===== config.mk =====
export PLATFORM = sky130hd
export DESIGN_NAME = register_module_flat
export DESIGN_NICKNAME = d
export VERILOG_FILES = /design/src/rtl/register_module_if.sv /design/src/rtl/register_module.sv /design/src/flat_wrapper.sv
export SDC_FILE = /design/constraint.sdc
export NUM_CORES = 1
export LEC_CHECK = 0
export ABC_AREA = 1
export CORE_ASPECT_RATIO = 1.5
export CORE_MARGIN = 5
export CORE_UTILIZATION = 52
export CTS_CLUSTER_SIZE = 40
export DETAILED_ROUTE_END_ITERATION = 6
export GPL_TIMING_DRIVEN = 0
export PLACE_DENSITY = 0.79
export RECOVER_POWER = 100
export SYNTH_ARGS = -nofsm -noshare
export SYNTH_HDL_FRONTEND = slang
export SYNTH_SLANG_ARGS = --single-unit

===== constraint.sdc =====
create_clock -name clk -period 2.5 [get_ports clk]
set_clock_uncertainty 0.15 [all_clocks]
set_input_delay 0.75 -clock clk [delete_from_list [all_inputs] [get_ports clk]]
set_output_delay 0.75 -clock clk [all_outputs]
set_load 0.05 [all_outputs]

===== src/rtl/register_module_if.sv =====
// Bus between the ALU/writeback path and the register bank: write port,
// read select, and the read data with its status flags.
interface register_module_if #(
  parameter int WIDTH    = 8,
  parameter int NUM_REGS = 4,
  parameter int SEL_W    = 2
);
  logic                save;
  logic [SEL_W-1:0]    wr_sel;
  logic [WIDTH-1:0]    alu_out;
  logic [SEL_W-1:0]    rd_sel;
  logic [WIDTH-1:0]    data_out;
  logic                zero;
  logic                neg;
  logic [NUM_REGS-1:0] written;

  modport master (
    output save, wr_sel, alu_out, rd_sel,
    input  data_out, zero, neg, written
  );

  modport slave (
    input  save, wr_sel, alu_out, rd_sel,
    output data_out, zero, neg, written
  );
endinterface


===== src/rtl/register_module.sv =====
// CPU register bank: captures alu_out into reg[wr_sel] on save, reads
// reg[rd_sel] combinationally with zero/neg flags and per-register written bits.
module register_module #(
  parameter int WIDTH    = 8,
  parameter int NUM_REGS = 4,
  parameter int SEL_W    = 2
) (
  input logic              clk,
  input logic              reset,
  register_module_if.slave bus
);

  logic [WIDTH-1:0]    regs [NUM_REGS];
  logic [NUM_REGS-1:0] written_q;
  logic [WIDTH-1:0]    rd_data;

  // Reset is asynchronous and overrides a save presented in the same cycle.
  always_ff @(posedge clk or negedge reset) begin
    if (!reset) begin
      for (int unsigned i = 0; i < NUM_REGS; i++) begin
        regs[i] <= '0;
      end
      written_q <= '0;
    end else if (bus.save) begin
      regs[bus.wr_sel]      <= bus.alu_out;
      written_q[bus.wr_sel] <= 1'b1;
    end
  end

  // Read from stored state only; a write becomes visible after its edge.
  always_comb begin
    rd_data = regs[bus.rd_sel];
  end

  assign bus.data_out = rd_data;
  assign bus.zero     = (rd_data == '0);
  assign bus.neg      = rd_data[WIDTH-1];
  assign bus.written  = written_q;

endmodule


===== src/flat_wrapper.sv =====
// flat-port wrapper written by rule: the top's interface ports become plain ports
module register_module_flat 
#(
  parameter int WIDTH    = 8,
  parameter int NUM_REGS = 4,
  parameter int SEL_W    = 2
)
  (clk, reset, bus_save, bus_wr_sel, bus_alu_out, bus_rd_sel, bus_data_out, bus_zero, bus_neg, bus_written);
  register_module_if #(.WIDTH(WIDTH), .NUM_REGS(NUM_REGS), .SEL_W(SEL_W)) bus_i ();
  input logic clk;
  input logic reset;
  input wire logic [$bits(bus_i.save)-1:0] bus_save;
  input wire logic [$bits(bus_i.wr_sel)-1:0] bus_wr_sel;
  input wire logic [$bits(bus_i.alu_out)-1:0] bus_alu_out;
  input wire logic [$bits(bus_i.rd_sel)-1:0] bus_rd_sel;
  output wire logic [$bits(bus_i.data_out)-1:0] bus_data_out;
  output wire logic [$bits(bus_i.zero)-1:0] bus_zero;
  output wire logic [$bits(bus_i.neg)-1:0] bus_neg;
  output wire logic [$bits(bus_i.written)-1:0] bus_written;
  assign bus_i.save = bus_save;
  assign bus_i.wr_sel = bus_wr_sel;
  assign bus_i.alu_out = bus_alu_out;
  assign bus_i.rd_sel = bus_rd_sel;
  assign bus_data_out = bus_i.data_out;
  assign bus_zero = bus_i.zero;
  assign bus_neg = bus_i.neg;
  assign bus_written = bus_i.written;
  register_module #(.WIDTH(WIDTH), .NUM_REGS(NUM_REGS), .SEL_W(SEL_W)) u_core (.clk(clk), .reset(reset), .bus(bus_i));
endmodule

==> results of run 1 <==
==> per-stage QoR <==
stage / total power, uW / worst slack [ps] / instances / utilization [%] / cell area [sq um]
detailed placement: 1090 / -770 / 275 / 64.6 / 2020
finish: 1510 / -96.6 / 289 / 70.4 / 2200
global route: 1590 / -181 / 289 / 70.4 / 2200
floorplan: 971 / -26.6 / 209 / - / 1720
CTS: 1500 / -89.7 / 286 / 68.2 / 2130
global placement: 1080 / -747 / 275 / 64.8 / 2030
==> worst reg2reg max path, cell delays in order, from the launching register on <==
cell and delay, ps:
dfrtp_1 390, nand2_1 80, o21ai_0 110
==> layout by cell type (no fill, tap or decap), types with 2 or more instances in the layout <==
cell / synthesis / routed
buf_6: 3 / 5
buf_2: 4 / 2
clkbuf_2: 0 / 3
clkbuf_8: 0 / 6
clkbuf_1: 0 / 6
dfrtp_1: 36 / 36
clkdlybuf4s50_1: 0 / 10
o21ai_1: 32 / 4
nand3_1: 16 / 13
inv_1: 24 / 24
buf_8: 0 / 4
nand2_2: 3 / 14
dlygate4sd3_1: 0 / 5
o21ai_0: 0 / 28
nand3_2: 2 / 5
buf_4: 2 / 5
nand2_1: 81 / 70
nor2_1: 3 / 2
==> flip-flops by register name, summed over array words and instances (netlist names) <==
| signal | cells |
|---|---|
| u_core.regs | 32 |
| u_core.bus.written | 4 |
==> report_power, final <==
part / total, uW / internal (uW) / switching, uW / leakage, uW
clock: 412 / 224 / 187 / 0.0000455
sequential: 709 / 665 / 43.6 / 0.000434
combinational: 391 / 151 / 239 / 0.000641
total: 1510 / 1040 / 470 / 0.00112
==> worst max-delay path by stage <==
stage / from / to / slack, ps / cells after the start
CTS: bus_rd_sel[0] / bus_zero / -90 / 10
global placement: bus_rd_sel[0] / bus_zero / -750 / 11
floorplan: bus_rd_sel[0] / bus_zero / -30 / 10
detailed placement: bus_rd_sel[0] / bus_zero / -770 / 11
global route: bus_rd_sel[0] / bus_zero / -180 / 10
finish: bus_rd_sel[0] / bus_zero / -100 / 11
==> what timing repair did <==
| action | 4_1_cts | 5_1_grt |
|---|---|---|
| hold endpoints to repair | 0 | 0 |
| setup endpoints to repair | 10 | 4 |
| pin swaps | 8 | 4 |
| gates cloned | 1 | 0 |
| gates resized for setup | 61 | 17 |
| setup buffers | 2 | 3 |
==> area by class of cell <==
type	instances	area, sq um	area share, %
Sequential cell	36	901	40.9
Multi-Input combinational cell	137	644	29.3
Timing Repair Buffer	32	308	14.0
Inverter	27	118	5.34
Buffer	9	91.3	4.15
Clock buffer	8	90.1	4.09
Tap cell	40	50.0	2.27
==> metal layers <==
metal	global-route usage, %	vias up
met1	23.9	666
li1	-	723
met2	34.4	50
met3	4.72	5
met5	0	-
met4	9.03	0
==> cell families (layout without fill, tap and decap cells) <==
logic type / Yosys count / after routing / synth area share [%]
compound gates: 32 / 32 / 9.60
buf+inv: 36 / 76 / 10.4
flops: 36 / 36 / 54.0
simple gates: 105 / 105 / 26.0
==> impl_metrics.ini, run 1 <==
[status]
status = finished with violations
violations = setup timing

[place]
portBuffers = 26
gp_congestion = 0.812
dpl.hpwl_um = 2560

[clock_network]
cts_tree = yes
root_buffer = clkbuf_8
clk_path_buf_depth = 2
cts_sinks = 36
numCtsBuffers = 5
clk_latency_ps = 280
clk_pin_slew_worst_paths_ps = 60
holdBufCountCts = 0
htreeDepth = 2

[floorplanning]
ios = 29
rows = 25
die_x_um = 56.2
dieArea_sq_mm = 0.00446
start_util_pct = 53.3
core_area_sq_mm = 0.00313
die_h_um = 79.4

[synth]
synth_edf_count = 0
synth_common_cells = 81 x nand2_1, 36 x dfrtp_1, 32 x o21ai_1, 24 x inv_1, 16 x nand3_1
synthTopCellsByArea = dfrtp_1 54%, nand2_1 18%, o21ai_1 9.6%
mappedNetlistArea_sq_mm = 0.00167
synthFlopType = dfrtp_1
ys_ff_latch = 36
async_flop_share_pct = 100
synth_seq_area_share_pct = 54.0
netlist_instances = 209
syn-num-nets = 224
netlist.top_cell.by_area = dfrtp_1
yosysUniqueCellTypes = 13
yosys_warnings = 0
synth_most_common_cell = nand2_1
yosysTopAreaCellShare_pct = 54.0
syn_area_per_cell_sq_um = 7.98

[sta]
finalSetupViolations = 1
whs_ps = 304
fmax_mhz = 385
final_hold_viol_count = 0
setup_tns_ps = -96.6
maxSlewHeadroom_pct = 41.5
finalMaxSlewViolations = 0
tightest_slew_ps = 877
worst_slack_ps = -96.6
finalCriticalPeriod_ps = 2600
rsz0062_at_grt = yes
fin_crit_sh_pct = 104

[setup_path]
cp_slowest_cell = buf_6
cpPeakStageDelay_ps = 160
r2r-end = u_core.regs[10]$_DFFE_PN0P_
crit_path_max_fanout = 6
startpoint_type = primary input
rr_startpoint = u_core.regs[10]$_DFFE_PN0P_
cp_num_buf_inv = 5
crit_arrival_ps = 1700
critPathCaptureType = output port
crit_chain = buf_12 -> inv_8 -> buf_4 -> nand2_1 -> nand3_1 -> nand2_2 -> nand2_1 -> inv_1 -> nand2_2 -> nor2_4 -> buf_6
reg2reg_depth = 2
required_ps = 1600
r2r_setup_slack_ps = 1630
path_class = in -> out
cpLargestDelayFamily = buffers and inverters

[routing]
drt-wirelength-per-cell_um = 13.7
wl_met3_um = 250
drt_iter0_markers = 60
wirelength_met1_um = 1650
dr.max_layer_used = met4
wl_met2_um = 2010
postRouteAntennaNets = 0
vias_per_cell = 5.00
vias = 1444
drc = 0
dr.pass1.iters = 4
wirelength_um = 3970

[worst_hold_path]
hp-start = u_core.bus.written[1]$_DFFE_PN0P_
min_path_type = reg -> reg
hold_depth = 2
min_to = u_core.bus.written[1]$_DFFE_PN0P_

[finish]
syn_to_final_growth_pct = 32.0
fin_nets = 263
nFillCells = 272
drive_above_1_share_pct = 20.5
n_antenna_cell = 0

[global_route]
grt_pass1_vias = 1484
grt_pass1_wl_um = 6800
grtUsageTotal_pct = 20.1
antenna_found_initial = 0
grt_max_degree = 37
overflow = 0

[flow_run]
maxCapViolations = 0

[power]
peakVddDrop_mv = 0.523
power.leakage_uw = 0.00112
p_per_area_mw_per_mm2 = 686
Note: power is estimated with default switching activity, not from simulation.
==> run 2, diff against run 1 <==
--- a/config.mk
+++ b/config.mk
@@ -6,13 +6,15 @@
 export NUM_CORES = 1
 export LEC_CHECK = 0
 export ABC_AREA = 1
+export CELL_PAD_IN_SITES_DETAIL_PLACEMENT = 1
+export CELL_PAD_IN_SITES_GLOBAL_PLACEMENT = 2
 export CORE_ASPECT_RATIO = 1.5
 export CORE_MARGIN = 5
-export CORE_UTILIZATION = 52
+export CORE_UTILIZATION = 30
 export CTS_CLUSTER_SIZE = 40
 export DETAILED_ROUTE_END_ITERATION = 6
 export GPL_TIMING_DRIVEN = 0
-export PLACE_DENSITY = 0.79
+export PLACE_DENSITY_LB_ADDON = 0.1
 export RECOVER_POWER = 100
 export SYNTH_ARGS = -nofsm -noshare
 export SYNTH_HDL_FRONTEND = slang
==> constraint.sdc (replaced) <==
create_clock -name clk -period 2.5 [get_ports clk]
set_clock_uncertainty 0.15 [all_clocks]
set_input_delay 0.75 -clock clk [delete_from_list [all_inputs] [get_ports clk]]
set_output_delay 0.75 -clock clk [all_outputs]
set_load 0.01 [all_outputs]
==> impl_metrics.ini, run 2 (synthesis gave the netlist of run 1 again) <==
[finish]
drive_above_1_share_pct = 21.7
multi_input_area_sq_um = 672
post-route-cell-area_sq_mm = 0.00227
regMostFlops = u_core.regs
syn_to_final_growth_pct = 36.1
final_cell_mix = 68 x nand2_1, 36 x dfrtp_1, 27 x o21ai_0
largest_reg_flops = 32
fin_nets = 263
final_common_cell = nand2_1
utilization_pct = 41.6
nFillCells = 683
n_antenna_cell = 0
regArea_sq_um = 901

[setup_path]
crit_chain = buf_12 -> buf_8 -> nand2_1 -> nand3_2 -> nand2_2 -> nand2_2 -> inv_1 -> nand2_1 -> nor2_1 -> buf_2
critPathCaptureType = output port
crit_path_max_fanout = 10
crit_arrival_ps = 1610
required_ps = 1600
cpLargestDelayFamily = buffers and inverters
cp_slowest_cell = buf_8
startpoint_type = primary input
cpPeakStageDelay_ps = 140
path_class = in -> out
cp_num_buf_inv = 4

[status]
violations = setup timing
status = finished with violations

[global_route]
grt_pass1_wl_um = 8070
antenna_found_initial = 0
overflow = 0
grt_max_degree = 37
grt_pass1_vias = 1590
grtUsageTotal_pct = 14.9

[floorplanning]
die_x_um = 70.9
core_area_sq_mm = 0.00545
rows = 33
start_util_pct = 30.6
dieArea_sq_mm = 0.00718
die_h_um = 101
ios = 29

[routing]
drt-wirelength-per-cell_um = 15.2
vias = 1501
dr.pass1.iters = 4
drt_iter0_markers = 41
postRouteAntennaNets = 0
drc = 0
wirelength_um = 4860
vias_per_cell = 4.71

[worst_hold_path]
min_path_type = reg -> reg

[clock_network]
numCtsBuffers = 5
root_buffer = clkbuf_8
cts_sinks = 36
holdBufCountCts = 0
clk_path_buf_depth = 2
cts_tree = yes
clk_latency_ps = 280
htreeDepth = 2
clk_pin_slew_worst_paths_ps = 70

[sta]
finalCriticalPeriod_ps = 2510
fmax_mhz = 398
maxSlewHeadroom_pct = 39.1
final_hold_viol_count = 0
fin_crit_sh_pct = 101
worst_slack_ps = -13.7
rsz0062_at_grt = yes
finalMaxSlewViolations = 0
tightest_slew_ps = 913
finalSetupViolations = 1

[power]
power.leakage_uw = 0.00114
peakVddDrop_mv = 0.321
p_per_area_mw_per_mm2 = 638

[place]
portBuffers = 26
gp_congestion = 0.726
dpl.hpwl_um = 3260
placed_cell_area_sq_mm = 0.00201

[flow_run]
maxCapViolations = 0
-- run 2: changes by cell type in the layout (fill, tap and decap cells not counted), moves of 4 or more --
cell / change
buf_6: -4
clkdlybuf4s15_1: +5
nand3_1: -6
nand3_2: +6
-- run 2: where the power goes --
part           switching [uW]  internal (uW)
clock network             201            225
registers                46.0            665
logic                     171            140
-- run 2: tightest hold or removal path, delay by kind of cell, from the launching register on --
kind	cells	cell delay [ps]
buf+inv	1	40
flops	1	340
simple gates	1	50
-- run 2: routing by layer --
layer / part of all wire, % / up-vias / track usage [%]
met5: 0 / - / 0
met4: 1.7 / 0 / 4.63
met3: 3.0 / 8 / 2.98
met2: 52 / 25 / 26.9
met1: 44 / 741 / 17.7
li1: - / 727 / -
-- run 2: what timing repair did --
action                                  4_1_cts  5_1_grt
endpoints found under the setup margin       10        9
cloned                                        1        0
pin swaps                                     3        7
buffers inserted                              3        2
resized for setup                            30       32
-- run 2: path summary, 6_finish.rpt --
| check | from | endpoint | slack [ps] | cells past startpoint |
|---|---|---|---|---|
| setup / recovery | bus_rd_sel[0] | bus_zero | -10 | 10 |
| min in group asynchronous | reset | u_core.regs[9]$_DFFE_PN0P_ | 440 | 1 |
| setup reg to reg | u_core.regs[22]$_DFFE_PN0P_ | u_core.regs[22]$_DFFE_PN0P_ | 1670 | 2 |
| hold / removal | u_core.bus.written[2]$_DFFE_PN0P_ | u_core.bus.written[2]$_DFFE_PN0P_ | 320 | 2 |
| max in group asynchronous | reset | u_core.regs[26]$_DFFE_PN0P_ | 1200 | 1 |
| hold reg to reg | u_core.bus.written[2]$_DFFE_PN0P_ | u_core.bus.written[2]$_DFFE_PN0P_ | 320 | 2 |
-- run 2: cell type report --
class                   instances  area share, %
flip-flops and latches         36           39.7
multi-input cells             137           29.6
repair buffers                 32           13.3
inverters                      27           5.35
plain buffers                   9           4.19
clock buffers                   8           3.97
well taps                      70           3.86
-- run 2: through the flow --
step / worst slack [ps] / total power (uW) / cells / setup TNS (ps) / hold WS (ps)
floorplan: 105 / 887 / 209 / 0 / 304
global placement: -543 / 1010 / 305 / -16820 / 299
detailed placement: -554 / 1020 / 305 / -3470 / 312
CTS: -67.1 / 1460 / 317 / -67.1 / 331
global route: -94.6 / 1550 / 319 / -94.6 / 343
finish: -13.7 / 1450 / 319 / -13.7 / 315
